===== config.mk =====
export PLATFORM = sky130hd
export DESIGN_NAME = mem_port_arbiter
export DESIGN_NICKNAME = d
export VERILOG_FILES = /design/src/rtl/mips_pkg.sv /design/src/rtl/arb_watchdog.sv /design/src/rtl/mem_port_arbiter.sv
export SDC_FILE = /design/constraint.sdc
export NUM_CORES = 1
export LEC_CHECK = 0
export ABC_AREA = 1
export CAP_MARGIN = 25
export CORE_MARGIN = 2
export CORE_UTILIZATION = 35
export DETAILED_ROUTE_END_ITERATION = 8
export GPL_ROUTABILITY_DRIVEN = 0
export PLACE_DENSITY_LB_ADDON = 0.25
export SLEW_MARGIN = 15
export SYNTH_ARGS = -nofsm -noshare
export SYNTH_HDL_FRONTEND = slang
export SYNTH_SLANG_ARGS = --single-unit

===== constraint.sdc =====
create_clock -name clk -period 2 [get_ports clk]
set_input_delay 0.2 -clock clk [delete_from_list [all_inputs] [get_ports clk]]
set_output_delay 0.2 -clock clk [all_outputs]
set_load 0.01 [all_outputs]

===== src/rtl/mips_pkg.sv =====
// Shared types and sizing for the unified-memory port arbiter.
package mips_pkg;
  localparam int ADDR_W         = 32;
  localparam int DATA_W         = 32;
  localparam int STARVE_MAX_DEF = 3;
  localparam int TIMEOUT_DEF    = 255;

  typedef enum logic [2:0] {
    IDLE    = 3'd0,
    BUSY_IF = 3'd1,
    BUSY_M  = 3'd2,
    RESP_IF = 3'd3,
    RESP_M  = 3'd4
  } arb_state_t;
endpackage


===== src/rtl/arb_watchdog.sv =====
// 8-bit BUSY-cycle counter; expired marks the TIMEOUT-th consecutive busy cycle.
module arb_watchdog
  import mips_pkg::*;
#(
  parameter int TIMEOUT = TIMEOUT_DEF
) (
  input  logic clk,
  input  logic reset,
  input  logic clr,
  input  logic en,
  output logic expired
);
  logic [7:0] cnt_q, cnt_d;

  // cnt_q holds the number of busy cycles already elapsed, so it equals
  // TIMEOUT-1 during the TIMEOUT-th one.
  assign expired = en && (cnt_q == 8'(TIMEOUT - 1));

  always_comb begin
    cnt_d = cnt_q;
    if (clr)                cnt_d = '0;
    else if (en && !expired) cnt_d = cnt_q + 8'd1;
  end

  always_ff @(posedge clk) begin
    if (reset) cnt_q <= '0;
    else       cnt_q <= cnt_d;
  end
endmodule


===== src/rtl/mem_port_arbiter.sv =====
// Arbitrates IF and M-stage traffic onto one single-port memory and
// produces the stalls consumed by the hazard unit.
module mem_port_arbiter
  import mips_pkg::*;
#(
  parameter int STARVE_MAX = STARVE_MAX_DEF,
  parameter int TIMEOUT    = TIMEOUT_DEF
) (
  input  logic              clk,
  input  logic              reset,
  input  logic              if_req,
  input  logic [ADDR_W-1:0] if_addr,
  input  logic              if_kill,
  output logic [DATA_W-1:0] if_rdata,
  output logic              if_valid,
  input  logic              m_read,
  input  logic              m_write,
  input  logic [ADDR_W-1:0] m_addr,
  input  logic [DATA_W-1:0] m_wdata,
  output logic [DATA_W-1:0] m_rdata,
  output logic              m_valid,
  output logic              mem_req,
  output logic              mem_we,
  output logic [ADDR_W-1:0] mem_addr,
  output logic [DATA_W-1:0] mem_wdata,
  input  logic [DATA_W-1:0] mem_rdata,
  input  logic              mem_ready,
  output logic              stall_if,
  output logic              stall_m,
  output logic              mem_err
);
  localparam int SW = (STARVE_MAX < 1) ? 1 : $clog2(STARVE_MAX + 1);

  arb_state_t        state_q, state_d;
  logic [SW-1:0]     starve_q, starve_d;
  logic              kill_q, kill_d;
  logic              req_q, req_d, we_q, we_d;
  logic [ADDR_W-1:0] addr_q, addr_d;
  logic [DATA_W-1:0] wdata_q, wdata_d;
  logic [DATA_W-1:0] if_rdata_q, if_rdata_d, m_rdata_q, m_rdata_d;
  logic              if_valid_q, if_valid_d, m_valid_q, m_valid_d;
  logic              err_q, err_d;
  logic              m_pend, busy, wd_expired, if_wins;

  assign m_pend  = m_read | m_write;
  assign busy    = (state_q == BUSY_IF) || (state_q == BUSY_M);
  assign if_wins = if_req && (!m_pend || (starve_q == SW'(STARVE_MAX)));

  arb_watchdog #(.TIMEOUT(TIMEOUT)) u_wd (
    .clk    (clk),
    .reset  (reset),
    .clr    (!busy),
    .en     (busy),
    .expired(wd_expired)
  );

  always_comb begin
    state_d    = state_q;
    starve_d   = starve_q;
    kill_d     = kill_q;
    req_d      = req_q;
    we_d       = we_q;
    addr_d     = addr_q;
    wdata_d    = wdata_q;
    if_rdata_d = if_rdata_q;
    m_rdata_d  = m_rdata_q;
    if_valid_d = 1'b0;
    m_valid_d  = 1'b0;
    err_d      = err_q;
    case (state_q)
      IDLE: begin
        kill_d = 1'b0;
        if (if_wins) begin
          state_d  = BUSY_IF;
          req_d    = 1'b1;
          we_d     = 1'b0;
          addr_d   = if_addr;
          wdata_d  = '0;
          starve_d = '0;
          kill_d   = if_kill;
        end else if (m_pend) begin
          state_d = BUSY_M;
          req_d   = 1'b1;
          we_d    = m_write;
          addr_d  = m_addr;
          wdata_d = m_wdata;
          if (if_req && (starve_q != SW'(STARVE_MAX))) starve_d = starve_q + SW'(1);
        end
      end
      BUSY_IF, BUSY_M: begin
        if (state_q == BUSY_IF && if_kill) kill_d = 1'b1;
        if (mem_ready || wd_expired) begin
          req_d = 1'b0;
          we_d  = 1'b0;
          // A ready in the expiring cycle still wins: the data is good.
          if (!mem_ready) err_d = 1'b1;
          if (state_q == BUSY_IF) begin
            state_d    = RESP_IF;
            if_rdata_d = mem_ready ? mem_rdata : '0;
            if_valid_d = !(kill_q || if_kill);
          end else begin
            state_d   = RESP_M;
            m_rdata_d = (mem_ready && !we_q) ? mem_rdata : '0;
            m_valid_d = 1'b1;
          end
        end
      end
      RESP_IF: state_d = IDLE;
      RESP_M:  state_d = IDLE;
      default: state_d = IDLE;
    endcase
  end

  always_ff @(posedge clk) begin
    if (reset) begin
      state_q    <= IDLE;
      starve_q   <= '0;
      kill_q     <= 1'b0;
      req_q      <= 1'b0;
      we_q       <= 1'b0;
      addr_q     <= '0;
      wdata_q    <= '0;
      if_rdata_q <= '0;
      m_rdata_q  <= '0;
      if_valid_q <= 1'b0;
      m_valid_q  <= 1'b0;
      err_q      <= 1'b0;
    end else begin
      state_q    <= state_d;
      starve_q   <= starve_d;
      kill_q     <= kill_d;
      req_q      <= req_d;
      we_q       <= we_d;
      addr_q     <= addr_d;
      wdata_q    <= wdata_d;
      if_rdata_q <= if_rdata_d;
      m_rdata_q  <= m_rdata_d;
      if_valid_q <= if_valid_d;
      m_valid_q  <= m_valid_d;
      err_q      <= err_d;
    end
  end

  assign mem_req   = req_q;
  assign mem_we    = we_q;
  assign mem_addr  = addr_q;
  assign mem_wdata = wdata_q;
  assign if_rdata  = if_rdata_q;
  assign m_rdata   = m_rdata_q;
  assign if_valid  = if_valid_q;
  assign m_valid   = m_valid_q;
  assign mem_err   = err_q;

  // if_valid is registered, so a kill landing in RESP_IF is honoured by
  // keeping the fetch stalled rather than by retracting the pulse.
  assign stall_m  = m_pend & ~m_valid_q;
  assign stall_if = (if_req & ~(if_valid_q & ~(kill_q | if_kill))) | stall_m;
endmodule


# Word-level counts from Yosys, hierarchy flattened
# Index checks and enable logic that the tools add are counted.
# Widths: inputs -> output; s select.
totals:
  output_inout_bits: 135
  ff_bits: 147
  input_bits: 135
  word_cells: 92
op_classes:
  mux: 25
  reduce_logical: 30
  eq_ne: 8
  n_addsub: 2
  n_bitwise: 14
op_table:
  columns: ["op", "count"]
  rows:
  - ["$mux 32", 6]
  - ["$reduce_and 3->1", 5]
  - ["$mux 3", 4]
  - ["$add 8x1->8 const B", 1]
  - ["$eq 8x8->1 const B", 1]
  - ["$mux 1", 8]
  - ["$not 1->1", 8]
  - ["$logic_and 1x1->1", 6]
  - ["$mux 2", 3]
  - ["$ne 2x2->1 const B", 3]
  - ["$pmux 1 s2", 3]
  - ["$pmux 3 s2", 1]
  - ["$reduce_and 2->1", 3]
  - ["$reduce_bool 2->1", 3]
  - ["$logic_not 1->1", 4]
  - ["$logic_or 1x1->1", 4]
  - ["$reduce_or 2->1", 2]
  - ["$reduce_or 4->1", 1]
  - ["$and 1x1->1", 3]
  - ["$eq 3x1->1 const B", 1]
  - ["$eq 3x2->1 const B", 1]
  - ["$logic_not 3->1", 1]
  - ["$ne 3x3->1 const B", 1]
  - ["$or 1x1->1", 3]
  - ["3 further kinds", 3]

# Logic depth before layout (Yosys ltp)
# Gate-level depths: netlist of the first run.
logic_depth:
  ltp_word: 6
  mapped_depth: 10
  ltp_nobuf: 10

# Hierarchy
# A second synthesis of the first run with hierarchy kept.
unflattened:
  hier_cells: 844
  area_unflattened_um2: 6069.6
by_module_without_submodules:
  columns: ["mod", "area_per_inst_um2", "seq_area_each_um2", "n_inst", "cells_per_inst"]
  rows:
  - ["mem_port_arbiter", 5587.9, 2782.7, 1, 774]
  - ["arb_watchdog", 481.7, 160.2, 1, 70]

# Worst setup path before layout of the first run
# Ideal clock, no wire load.
synth_path:
  path_kind: "flip-flop to flip-flop"
  startpoint: "register u_wd.cnt_q[0]"
  endpoint: "register m_rdata_q[2] (netlist: m_rdata[2])"
  path_buffers: 1
  setup_ns: 0.121
  t_arrival_ns: 1.291
  stages_incl_launch_ff: 11
  required_time_ns: 1.879
  synth_period_minus_slack_ns: 1.413
  setup_slack_ns: 0.587
  cell_sequence: "dfxtp_1 -> inv_1 -> ha_1 -> nand3_1 -> nor2_2 -> nand2_2 -> nand2_4 -> nand2_2 -> buf_6 -> nand3_1 -> o21ai_0"
synth_via:
  elab_chain_cells: 4
synth_lines:
  columns: ["element", "line_no", "rtl"]
  rows:
  - ["start, declared", "arb_watchdog.sv:13", "logic [7:0] cnt_q, cnt_d;"]
  - ["start signal, assigned", "arb_watchdog.sv:27", "else cnt_q <= cnt_d;"]
  - ["$eq 8x8->1", "arb_watchdog.sv:17", "assign expired = en && (cnt_q == 8'(TIMEOUT - 1));"]
  - ["$logic_and 1x1->1", "arb_watchdog.sv:17", null]
  - ["$logic_or 1x1->1", "mem_port_arbiter.sv:92", "if (mem_ready || wd_expired) begin"]
  - ["$reduce_and 3->1 (no source line)", null, null]
  - ["end signal, assigned", "mem_port_arbiter.sv:137", "m_rdata_q <= m_rdata_d;"]
  - ["end, declared", "mem_port_arbiter.sv:40", "logic [DATA_W-1:0] if_rdata_q, if_rdata_d, m_rdata_q, m_rdata_d;"]
# No other way between the ends.
# A chain may end at the register's enable or synchronous reset.

# Worst setup path in the final report of the first run
# Ends and elaborated chain as after synthesis.

==> results.sh, run 1 <==
export IMPL_run_status="finished, final reports clean"
export IMPL_critPathArrivalTime_ns=2.16
export IMPL_place_detailed_hpwl_microns=12500
export IMPL_grt_first_pass_wirelength_microns=28500
export IMPL_irDropWorstVdd_mv=0.526
export IMPL_fin_util=0.566
export IMPL_antenna_found_initial=1
export IMPL_power_internal_mw=6.02
export IMPL_netSwitchingPower_mw=2.34
export IMPL_clock_power_share=0.385
export IMPL_timing_hold_violations_final=0
export IMPL_floorplan_die_area_sq_mm=0.0181
export IMPL_numCtsBuffers=17
export IMPL_synthesis_yosys_warnings=0
export IMPL_dp_cells=1228
export IMPL_top_level_port_count=270
export IMPL_gr_usage_all_layers=0.197
export IMPL_drive_above_1_share=0.0721
export IMPL_maxClockFrequency_mhz=545
export IMPL_worstHoldPathType="primary input to flip-flop"
export IMPL_sw_ratio=0.280
export IMPL_fin_skew_ns=0.00948
export IMPL_cts_num_sinks=147
export IMPL_power_per_cell_area_mw_per_mm2=887
export IMPL_clockRootBuffer="clkbuf_16"
export IMPL_cts_path_max_buffers=2
export IMPL_syn_to_final_growth_pct=57.9
export IMPL_drc_errors=0
export IMPL_grt_remaining_overflow=0
export IMPL_cts_tree="yes"
export IMPL_synth_net_count=914
export IMPL_timing_critical_path_fanout_max=34
export IMPL_timing_critical_path_required_ns=2.33
export IMPL_ys_ff_latch=147
export IMPL_power_leakage_nw=3.70
export IMPL_synth_area_per_cell_sq_um=7.69
export IMPL_critical_path_max_stage_delay_ns=0.35
export IMPL_dpl_worst_slack_ns=0.0726
export IMPL_drt_wirelength_per_cell_microns=14.6
export IMPL_drtIter0Drc=252
export IMPL_postCtsSetupBuffers=0
export IMPL_post_layout_nets=1165
export IMPL_distinct_cell_type_count_after_synthesis=34
export IMPL_synthCells=776
export IMPL_total_count_of_max_transition_violations_in_the_final_report=0
export IMPL_setup_viol=0
export IMPL_area_sequential_sq_mm=0.00294
export IMPL_hold_ws_ns=0.337
export IMPL_critical_hold_path_startpoint="m_wdata[15]"
export IMPL_routed_wl_microns=18400
export IMPL_synth_seq_area_share=0.493
export IMPL_worst_r2r_startpoint="u_wd.cnt_q[0]"
export IMPL_power_frac_seq=0.395
export IMPL_final_instance_count_excl_fill=1261
export IMPL_timing_critical_path_from_type="flip-flop"
export IMPL_setup_tns_ns=0
export IMPL_via_per_inst=4.70
export IMPL_dieWidth_microns=135
export IMPL_floorplan_core_area_sq_mm=0.0166
export IMPL_core_rowCount=47
export IMPL_clkTransAtPathRegs_ns=0.06
export IMPL_worst_slew_pin_slew_ns=0.794
export IMPL_worst_slew_margin_rel=0.471
export IMPL_post_route_worst_setup_slack_ns=0.165
export IMPL_worst_setup_path_type="flip-flop to flip-flop"
export IMPL_multiInputGateArea_sq_mm=0.00251
export IMPL_syn_cell_area_sq_mm=0.00597
export IMPL_drtPass1Iterations=5
export IMPL_rsz0062_at_grt="yes"
export IMPL_final_min_period_over_clock_period=0.917
export IMPL_critical_path_cell_by_cell="inv_1, ha_1, nand3_1, nor2_2, nand2_2, nand2_4, nand3_4, o21ai_0"
export IMPL_number_of_buffers_inserted_by_port_buffering=269
export IMPL_post_route_antenna_net_violation_count=0
export IMPL_layout_filler_cells=1623
export IMPL_setup_crit_start="u_wd.cnt_q[0]"
export IMPL_die_height_microns=135
export IMPL_via_count_of_the_first_global_routing_pass=5485
export IMPL_start_util=0.359
export IMPL_critPathCaptureType="flip-flop"
export IMPL_finalWorstPathRequiredPeriod_ns=1.83
export IMPL_total_vias_in_the_final_route=5931
export IMPL_pwr_share_comb=0.220
export IMPL_cp_slowest_cell="nand3_4"
export IMPL_insertion_delay_ns=0.41
export IMPL_h_tree_levels=4
export IMPL_grt_start_max_net_pins=70
export IMPL_count_of_maximum_capacitance_violations=0
placed cells by master, fill, tap and decap left out, types with 4 or more instances in the layout:
cell               n
a21oi_1           75
buf_12             6
buf_4             10
clkbuf_16         17
clkdlybuf4s50_1  267
clkinvlp_4         4
dfxtp_1          147
inv_1             47
inv_2              8
nand2_1          228
nand2_2            4
nand3_1          101
nor2_1            13
nor2_2             5
o211ai_1          32
o21ai_0            8
o21ai_1           29
cells in the mapped netlist:
library cell | instances | share of area
or2_2 | 1 | 0.0010
buf_1 | 4 | 0.0025
clkbuf_1 | 15 | 0.0094
o21ai_1 | 28 | 0.023
nor2_1 | 14 | 0.0088
nand2_4 | 2 | 0.0038
xor2_1 | 3 | 0.0044
inv_2 | 7 | 0.0044
ha_1 | 3 | 0.0063
nand2_2 | 4 | 0.0042
nand2_1 | 228 | 0.14
o21ai_0 | 9 | 0.0075
inv_1 | 47 | 0.030
nor3_2 | 1 | 0.0017
clkinv_1 | 1 | 0.00063
a211oi_1 | 3 | 0.0038
xnor2_1 | 1 | 0.0015
nor3b_1 | 1 | 0.0013
nor3_1 | 3 | 0.0025
o21a_1 | 1 | 0.0013
o21ai_2 | 1 | 0.0015
buf_6 | 9 | 0.017
a21oi_1 | 75 | 0.063
nand3_4 | 1 | 0.0029
nor2_8 | 1 | 0.0034
nor2_4 | 1 | 0.0019
nor2_2 | 5 | 0.0052
o211ai_1 | 32 | 0.040
nand3_1 | 101 | 0.085
nand4_1 | 1 | 0.0010
buf_2 | 19 | 0.016
buf_4 | 6 | 0.0075
nand3b_1 | 1 | 0.0013
dfxtp_1 | 147 | 0.49
worst max-delay path, delay by kind of cell, from the launching register on:
family,cells,cell delay (ns)
compound gates,1,0.28
flops,1,0.33
simple gates,5,0.81
buf+inv,1,0.13
fa+ha+maj,1,0.19
sequential cells by signal, summed over array words and instances, names as in the netlist:
signal and cells:
kill_q 1, m_rdata 32, starve_q 2, mem_err 1
mem_addr 32, m_valid 1, u_wd.cnt_q 8, mem_we 1
mem_wdata 32, state_q 3, if_rdata 32, mem_req 1
if_valid 1
logic make-up after synthesis:
family,after synthesis,share of synthesized area
simple gates,365,0.267
fa+ha+maj,3,0.00629
buf+inv,108,0.0870
flops,147,0.493
compound gates,149,0.141
xor+xnor,4,0.00587
power groups by stage:
stage	sequential [mW]	combinational, mW	clock [mW]
2_1_floorplan	3.47	0.790	0
3_3_place_gp	3.36	1.85	0
3_5_place_dp	3.37	1.85	0
4_1_cts	3.30	1.86	3.30
5_1_grt	3.33	2.01	3.43
6_report	3.30	1.84	3.21
per-stage QoR:
step | area (sq um) | power [mW]
after floorplan | 5970 | 4.26
after global placement | 8820 | 5.21
after detailed placement | 8820 | 5.22
after CTS | 9420 | 8.47
after global routing | 9420 | 8.78
final | 9430 | 8.36
per-layer routing:
layer,routed length (microns),vias up,track usage
met2,8000,206,0.302
met1,8350,2658,0.253
met5,0,-,0
li1,-,3054,-
met3,1930,13,0.0908
met4,168,0,0.0468
layout make-up:
cell class | instances | share of cell area
Tap cell | 220 | 0.0292
Clock buffer | 19 | 0.0481
Timing Repair Buffer | 285 | 0.306
Sequential cell | 147 | 0.312
Inverter | 55 | 0.0219
Antenna cell | 1 | 0.000265
Clock inverter | 13 | 0.0155
Multi-Input combinational cell | 521 | 0.267
final timing paths:
check                                     end  slack, ns  depth (start not counted)
worst min-delay path            mem_wdata[15]       0.34                          3
worst min register to register   if_rdata[18]       0.46                          2
worst max register to register     m_rdata[2]       0.17                          8
worst max-delay path               m_rdata[2]       0.17                          8
what timing repair did:
item	CTS	global route
hold buffers	0	0
gates resized for setup	0	2
setup endpoints to repair	0	2
(Power assumes the default switching activity.)
==> inputs of run 2 (changes only) <==
Settings changed: CTS_BUF_LIST set to sky130_fd_sc_hd__clkbuf_2 sky130_fd_sc_hd__clkbuf_4 sky130_fd_sc_hd__clkbuf_8, TNS_END_PERCENT set to 30.
==> run 2 against run 1 <==
Against the previous run:
- via count increased by 0.27%
- critical path depth stayed put
- fmax rose by 0.57%
- combinational power barely moved
- register-to-register slack barely moved
- non-clock buffer count unchanged
- flip-flop and latch count did not move
- die area stayed put
- total power down 9.9%
- count of clock-buffer cells in the layout is the same
- critical path type unchanged
- critical endpoint unchanged
- largest cell class unchanged
==> results.sh, run 2 (synthesis gave the netlist of run 1 again) <==
export IMPL_run_status="finished, final reports clean"
export IMPL_most_common_layout_cells="267 x clkdlybuf4s50_1, 228 x nand2_1, 147 x dfxtp_1"
export IMPL_gr_usage_all_layers=0.197
export IMPL_drc_errors=0
export IMPL_floorplan_die_area_sq_mm=0.0181
export IMPL_worstHoldPathType="primary input to flip-flop"
export IMPL_worst_slew_pin_slew_ns=0.799
export IMPL_irDropWorstVdd_mv=0.443
export IMPL_power_per_cell_area_mw_per_mm2=816
export IMPL_top_level_port_count=270
export IMPL_hold_ws_ns=0.308
export IMPL_maxClockFrequency_mhz=548
export IMPL_ctsHoldBuffers=0
export IMPL_grt_start_max_net_pins=70
export IMPL_antenna_found_initial=1
export IMPL_total_count_of_max_transition_violations_in_the_final_report=0
export IMPL_grt_remaining_overflow=0
export IMPL_timing_hold_violations_final=0
export IMPL_cp_slowest_cell="dfxtp_1"
export IMPL_drtPass1Iterations=4
export IMPL_numCtsBuffers=17
export IMPL_layout_cells_most_common="clkdlybuf4s50_1"
export IMPL_worst_r2r_startpoint="u_wd.cnt_q[0]"
export IMPL_via_per_inst=4.72
export IMPL_die_height_microns=135
export IMPL_critical_path_max_stage_delay_ns=0.34
export IMPL_timing_critical_path_from_type="flip-flop"
export IMPL_insertion_delay_ns=0.44
export IMPL_finalWorstPathRequiredPeriod_ns=1.82
export IMPL_setup_reg_to_reg_worst_slack_ns=0.18
export IMPL_post_route_antenna_net_violation_count=0
export IMPL_start_util=0.359
export IMPL_number_of_buffers_inserted_by_port_buffering=269
export IMPL_syn_to_final_growth_pct=54.7
export IMPL_holdPathEnd="mem_wdata[15]"
export IMPL_h_tree_levels=4
export IMPL_drtIter0Drc=240
export IMPL_worst_slew_margin_rel=0.467
export IMPL_grt_first_pass_wirelength_microns=28400
export IMPL_setup_tns_ns=0
export IMPL_place_detailed_hpwl_microns=12500
export IMPL_fin_skew_ns=0.0135
export IMPL_critPathArrivalTime_ns=2.19
export IMPL_area_sequential_sq_mm=0.00294
export IMPL_cts_path_max_buffers=2
export IMPL_drt_wirelength_per_cell_microns=14.6
export IMPL_worstPathBufferInverterCount=1
export IMPL_timing_critical_path_fanout_max=34
export IMPL_floorplan_core_area_sq_mm=0.0166
export IMPL_cts_num_sinks=147
export IMPL_total_vias_in_the_final_route=5947
export IMPL_timing_critical_path_required_ns=2.36
export IMPL_worst_setup_path_type="flip-flop to flip-flop"
export IMPL_power_leakage_nw=3.61
export IMPL_clockRootBuffer="clkbuf_8"
export IMPL_critical_hold_path_startpoint="m_wdata[15]"
export IMPL_timing_reg2reg_worst_path_depth=8
export IMPL_setup_viol=0
export IMPL_clkTransAtPathRegs_ns=0.09
export IMPL_reg2reg_to="m_rdata[2]"
export IMPL_critical_path_cell_by_cell="inv_1, ha_1, nand3_1, nor2_2, nand2_2, nand2_4, nand3_4, o21ai_0"
export IMPL_critPathCaptureType="flip-flop"
export IMPL_final_min_period_over_clock_period=0.912
export IMPL_dieWidth_microns=135
export IMPL_postCtsSetupBuffers=0
export IMPL_via_count_of_the_first_global_routing_pass=5495
export IMPL_layout_filler_cells=1652
export IMPL_rsz0062_at_grt="no"
export IMPL_routed_wl_microns=18400
export IMPL_core_rowCount=47
export IMPL_cts_tree="yes"
export IMPL_timing_critical_path_max_delay_family="simple AND/OR/NAND/NOR gates"
export IMPL_multiInputGateArea_sq_mm=0.00251
export IMPL_post_layout_nets=1165
export IMPL_count_of_maximum_capacitance_violations=0
export IMPL_hold_path_cell_count=3
export IMPL_drive_above_1_share=0.0721
[run 2: changes by cell type in the layout (fill, tap and decap cells not counted), sizes merged]
cell	before	now
dlygate4sd2	0	1
dlymetal6s2s	1	0
[run 2: through the flow]
stage	util	cell area (sq um)	cells	power (mW)	setup slack [ns]
5_1_grt	0.554	9230	1260	7.94	0.00610
4_1_cts	0.554	9230	1260	7.63	0.154
2_1_floorplan	-	5970	776	4.26	0.587
6_report	0.555	9230	1261	7.53	0.176
3_5_place_dp	0.530	8820	1228	5.22	0.0726
3_3_place_gp	0.530	8820	1228	5.21	0.116
[run 2: power breakdown]
part	switching [mW]	internal, mW	leakage (nW)
clock network	1.20	1.19	0.197
registers	0.127	3.17	1.20
logic	0.920	0.921	2.21
[run 2: how the worst max path moves through the flow]
stage,from,to,slack (ns),cells past startpoint
CTS,u_wd.cnt_q[0],m_rdata[1],0.15,8
finish,u_wd.cnt_q[0],m_rdata[2],0.18,8
global placement,if_kill,stall_if,0.12,5
floorplan,u_wd.cnt_q[0],m_rdata[2],0.59,10
detailed placement,m_write,mem_addr[14],0.07,9
global route,u_wd.cnt_q[0],m_rdata[2],0.006,8
[run 2: worst min-delay path, cell delays in order]
cell	delay, ns
clkdlybuf4s50_1	0.39
nand2_1	0.06
a21oi_1	0.05
[run 2: routing by layer]
layer	wire [microns]	GRT usage	share of wire	vias up
met5	0	0	0	-
met2	7910	0.302	0.43	221
met4	175	0.0468	0.0095	0
li1	-	-	-	3049
met3	2020	0.0908	0.11	12
met1	8330	0.253	0.45	2665
[run 2: timing repair]
action / 4_1_cts / 5_1_grt
setup endpoints to repair: 1 / 2
resized for setup: 1 / 2
pin swaps: 0 / 0
[run 2: final cells by class]
| type | count | share of cell area |
|---|---|---|
| inverters | 55 | 0.0224 |
| clock buffers | 19 | 0.0283 |
| flip-flops and latches | 147 | 0.319 |
| clock inverters | 13 | 0.0159 |
| well taps | 220 | 0.0298 |
| repair buffers | 285 | 0.312 |
| diodes | 1 | 0.000271 |
| multi-input cells | 521 | 0.272 |
==> inputs of run 3 (changes only) <==
Settings changed: GPL_TIMING_DRIVEN set to 0.
Clock period 2 ns to 2.2 ns, I/O delays scaled along.
==> run 3 against run 2 <==
Against the previous run:
- critical path depth is 4 lower
- sequential share of layout area decreased by 0.37 points
- wire length up 3.5%
- critical path type is now flip-flop to output port
- critical endpoint is now stall_if
==> results.sh, run 3 (synthesis gave the netlist of run 1 again) <==
export IMPL_netSwitchingPower_mw=2.02
export IMPL_clkTransAtPathRegs_ns=0.08
export IMPL_setup_viol=0
export IMPL_power_per_cell_area_mw_per_mm2=744
export IMPL_run_status="finished, final reports clean"
export IMPL_drc_errors=0
export IMPL_layout_filler_cells=1584
export IMPL_grt_start_max_net_pins=17
export IMPL_power_frac_seq=0.432
export IMPL_die_height_microns=135
export IMPL_critPathArrivalTime_ns=1.51
export IMPL_setup_reg_to_reg_worst_slack_ns=0.61
export IMPL_drive_above_1_share=0.0829
export IMPL_most_common_layout_cells="266 x clkdlybuf4s50_1, 228 x nand2_1, 147 x dfxtp_1"
export IMPL_total_count_of_max_transition_violations_in_the_final_report=0
export IMPL_cts_tree="yes"
export IMPL_drtPass1Iterations=4
export IMPL_rsz0062_at_grt="no"
export IMPL_routed_wl_microns=19100
export IMPL_timing_critical_path_fanout_max=2
export IMPL_number_of_buffers_inserted_by_port_buffering=267
export IMPL_worst_r2r_startpoint="u_wd.cnt_q[0]"
export IMPL_syn_to_final_growth_pct=56.5
export IMPL_grt_remaining_overflow=0
export IMPL_drtIter0Drc=222
export IMPL_timing_reg2reg_worst_path_depth=10
export IMPL_fin_skew_ns=0.0121
export IMPL_hold_path_cell_count=3
export IMPL_timing_hold_violations_final=0
export IMPL_irDropWorstVdd_mv=0.383
export IMPL_dieWidth_microns=135
export IMPL_insertion_delay_ns=0.45
export IMPL_setup_tns_ns=0
export IMPL_post_route_antenna_net_violation_count=0
export IMPL_clockRootBuffer="clkbuf_8"
export IMPL_sw_ratio=0.291
export IMPL_grt_first_pass_wirelength_microns=30300
export IMPL_drt_wirelength_per_cell_microns=14.7
export IMPL_post_layout_nets=1200
export IMPL_pwr_share_comb=0.244
export IMPL_timing_critical_path_required_ns=1.98
export IMPL_cts_path_max_buffers=2
export IMPL_layout_cells_most_common="clkdlybuf4s50_1"
export IMPL_fin_util=0.561
export IMPL_h_tree_levels=4
export IMPL_via_count_of_the_first_global_routing_pass=5935
export IMPL_area_sequential_sq_mm=0.00294
export IMPL_critPathCaptureType="output port"
export IMPL_timing_critical_path_from_type="flip-flop"
export IMPL_top_level_port_count=270
export IMPL_hold_ws_ns=0.123
export IMPL_via_per_inst=4.70
export IMPL_worst_slew_margin_rel=0.555
export IMPL_n_antenna_cell=0
export IMPL_numCtsBuffers=17
export IMPL_floorplan_die_area_sq_mm=0.0181
export IMPL_reg2reg_to="m_rdata[2]"
export IMPL_power_internal_mw=4.93
export IMPL_critical_hold_path_startpoint="mem_ready"
export IMPL_floorplan_core_area_sq_mm=0.0166
export IMPL_count_of_maximum_capacitance_violations=0
export IMPL_place_detailed_hpwl_microns=14200
export IMPL_total_vias_in_the_final_route=6077
export IMPL_worstHoldPathType="primary input to flip-flop"
export IMPL_antenna_found_initial=0
export IMPL_worst_slew_pin_slew_ns=0.668
export IMPL_power_leakage_nw=3.70
export IMPL_maxClockFrequency_mhz=577
export IMPL_totalPowerFinal_mw=6.95
export IMPL_clock_power_share=0.324
export IMPL_gr_usage_all_layers=0.211
export IMPL_cts_num_sinks=147
export IMPL_worst_setup_path_type="flip-flop to output port"
export IMPL_multiInputGateArea_sq_mm=0.00251
export IMPL_holdPathEnd="m_rdata[1]"
export IMPL_finalWorstPathRequiredPeriod_ns=1.73
export IMPL_core_rowCount=47
export IMPL_final_min_period_over_clock_period=0.787
export IMPL_start_util=0.359
run 3: metrics by stage:
stage	cell area, sq um	instances	setup WS, ns
floorplan	5970	776	0.787
detailed placement	8920	1263	0.173
global placement	8920	1263	0.216
global route	9340	1294	0.261
finish	9340	1294	0.468
CTS	9340	1294	0.112
run 3: worst max-delay path by stage:
stage	slack (ns)	cells after the start	endpoint	startpoint
after floorplan	0.79	10	m_rdata[2]	u_wd.cnt_q[0]
after global placement	0.22	5	stall_if	if_kill
after detailed placement	0.17	5	stall_if	if_kill
after CTS	0.11	4	stall_if	kill_q
after global routing	0.26	4	stall_if	kill_q
final	0.47	4	stall_if	kill_q
run 3: repair_timing:
item | CTS | global route
hold buffers | 0 | 0
gates resized for setup | 0 | 1
setup endpoints to repair | 0 | 1
buffers inserted | 0 | 0
run 3: metal layers:
layer,track usage,wire length (microns)
met1,0.259,8400
met4,0.0708,264
met3,0.0863,1910
met5,0,0
met2,0.337,8510
run 3: worst max-delay path, cell delays in order (launching register included):
cell	delay (ns)
dfxtp_1	0.31
or2_2	0.30
o21ai_0	0.17
o21ai_0	0.10
dlymetal6s2s_1	0.19
run 3: cell type report:
class	count	share of cell area
inverters	55	0.0221
well taps	220	0.0295
plain buffers	53	0.0335
multi-input cells	521	0.268
clock buffers	20	0.0288
flip-flops and latches	147	0.315
repair buffers	267	0.286
clock inverters	11	0.0162
run 3: power by group through the flow:
stage / logic, mW / registers (mW) / clock network [mW]
detailed placement: 1.71 / 3.06 / 0
finish: 1.70 / 3.00 / 2.25
global route: 1.87 / 3.03 / 2.41
floorplan: 0.718 / 3.15 / 0
CTS: 1.72 / 3.00 / 2.32
global placement: 1.70 / 3.05 / 0
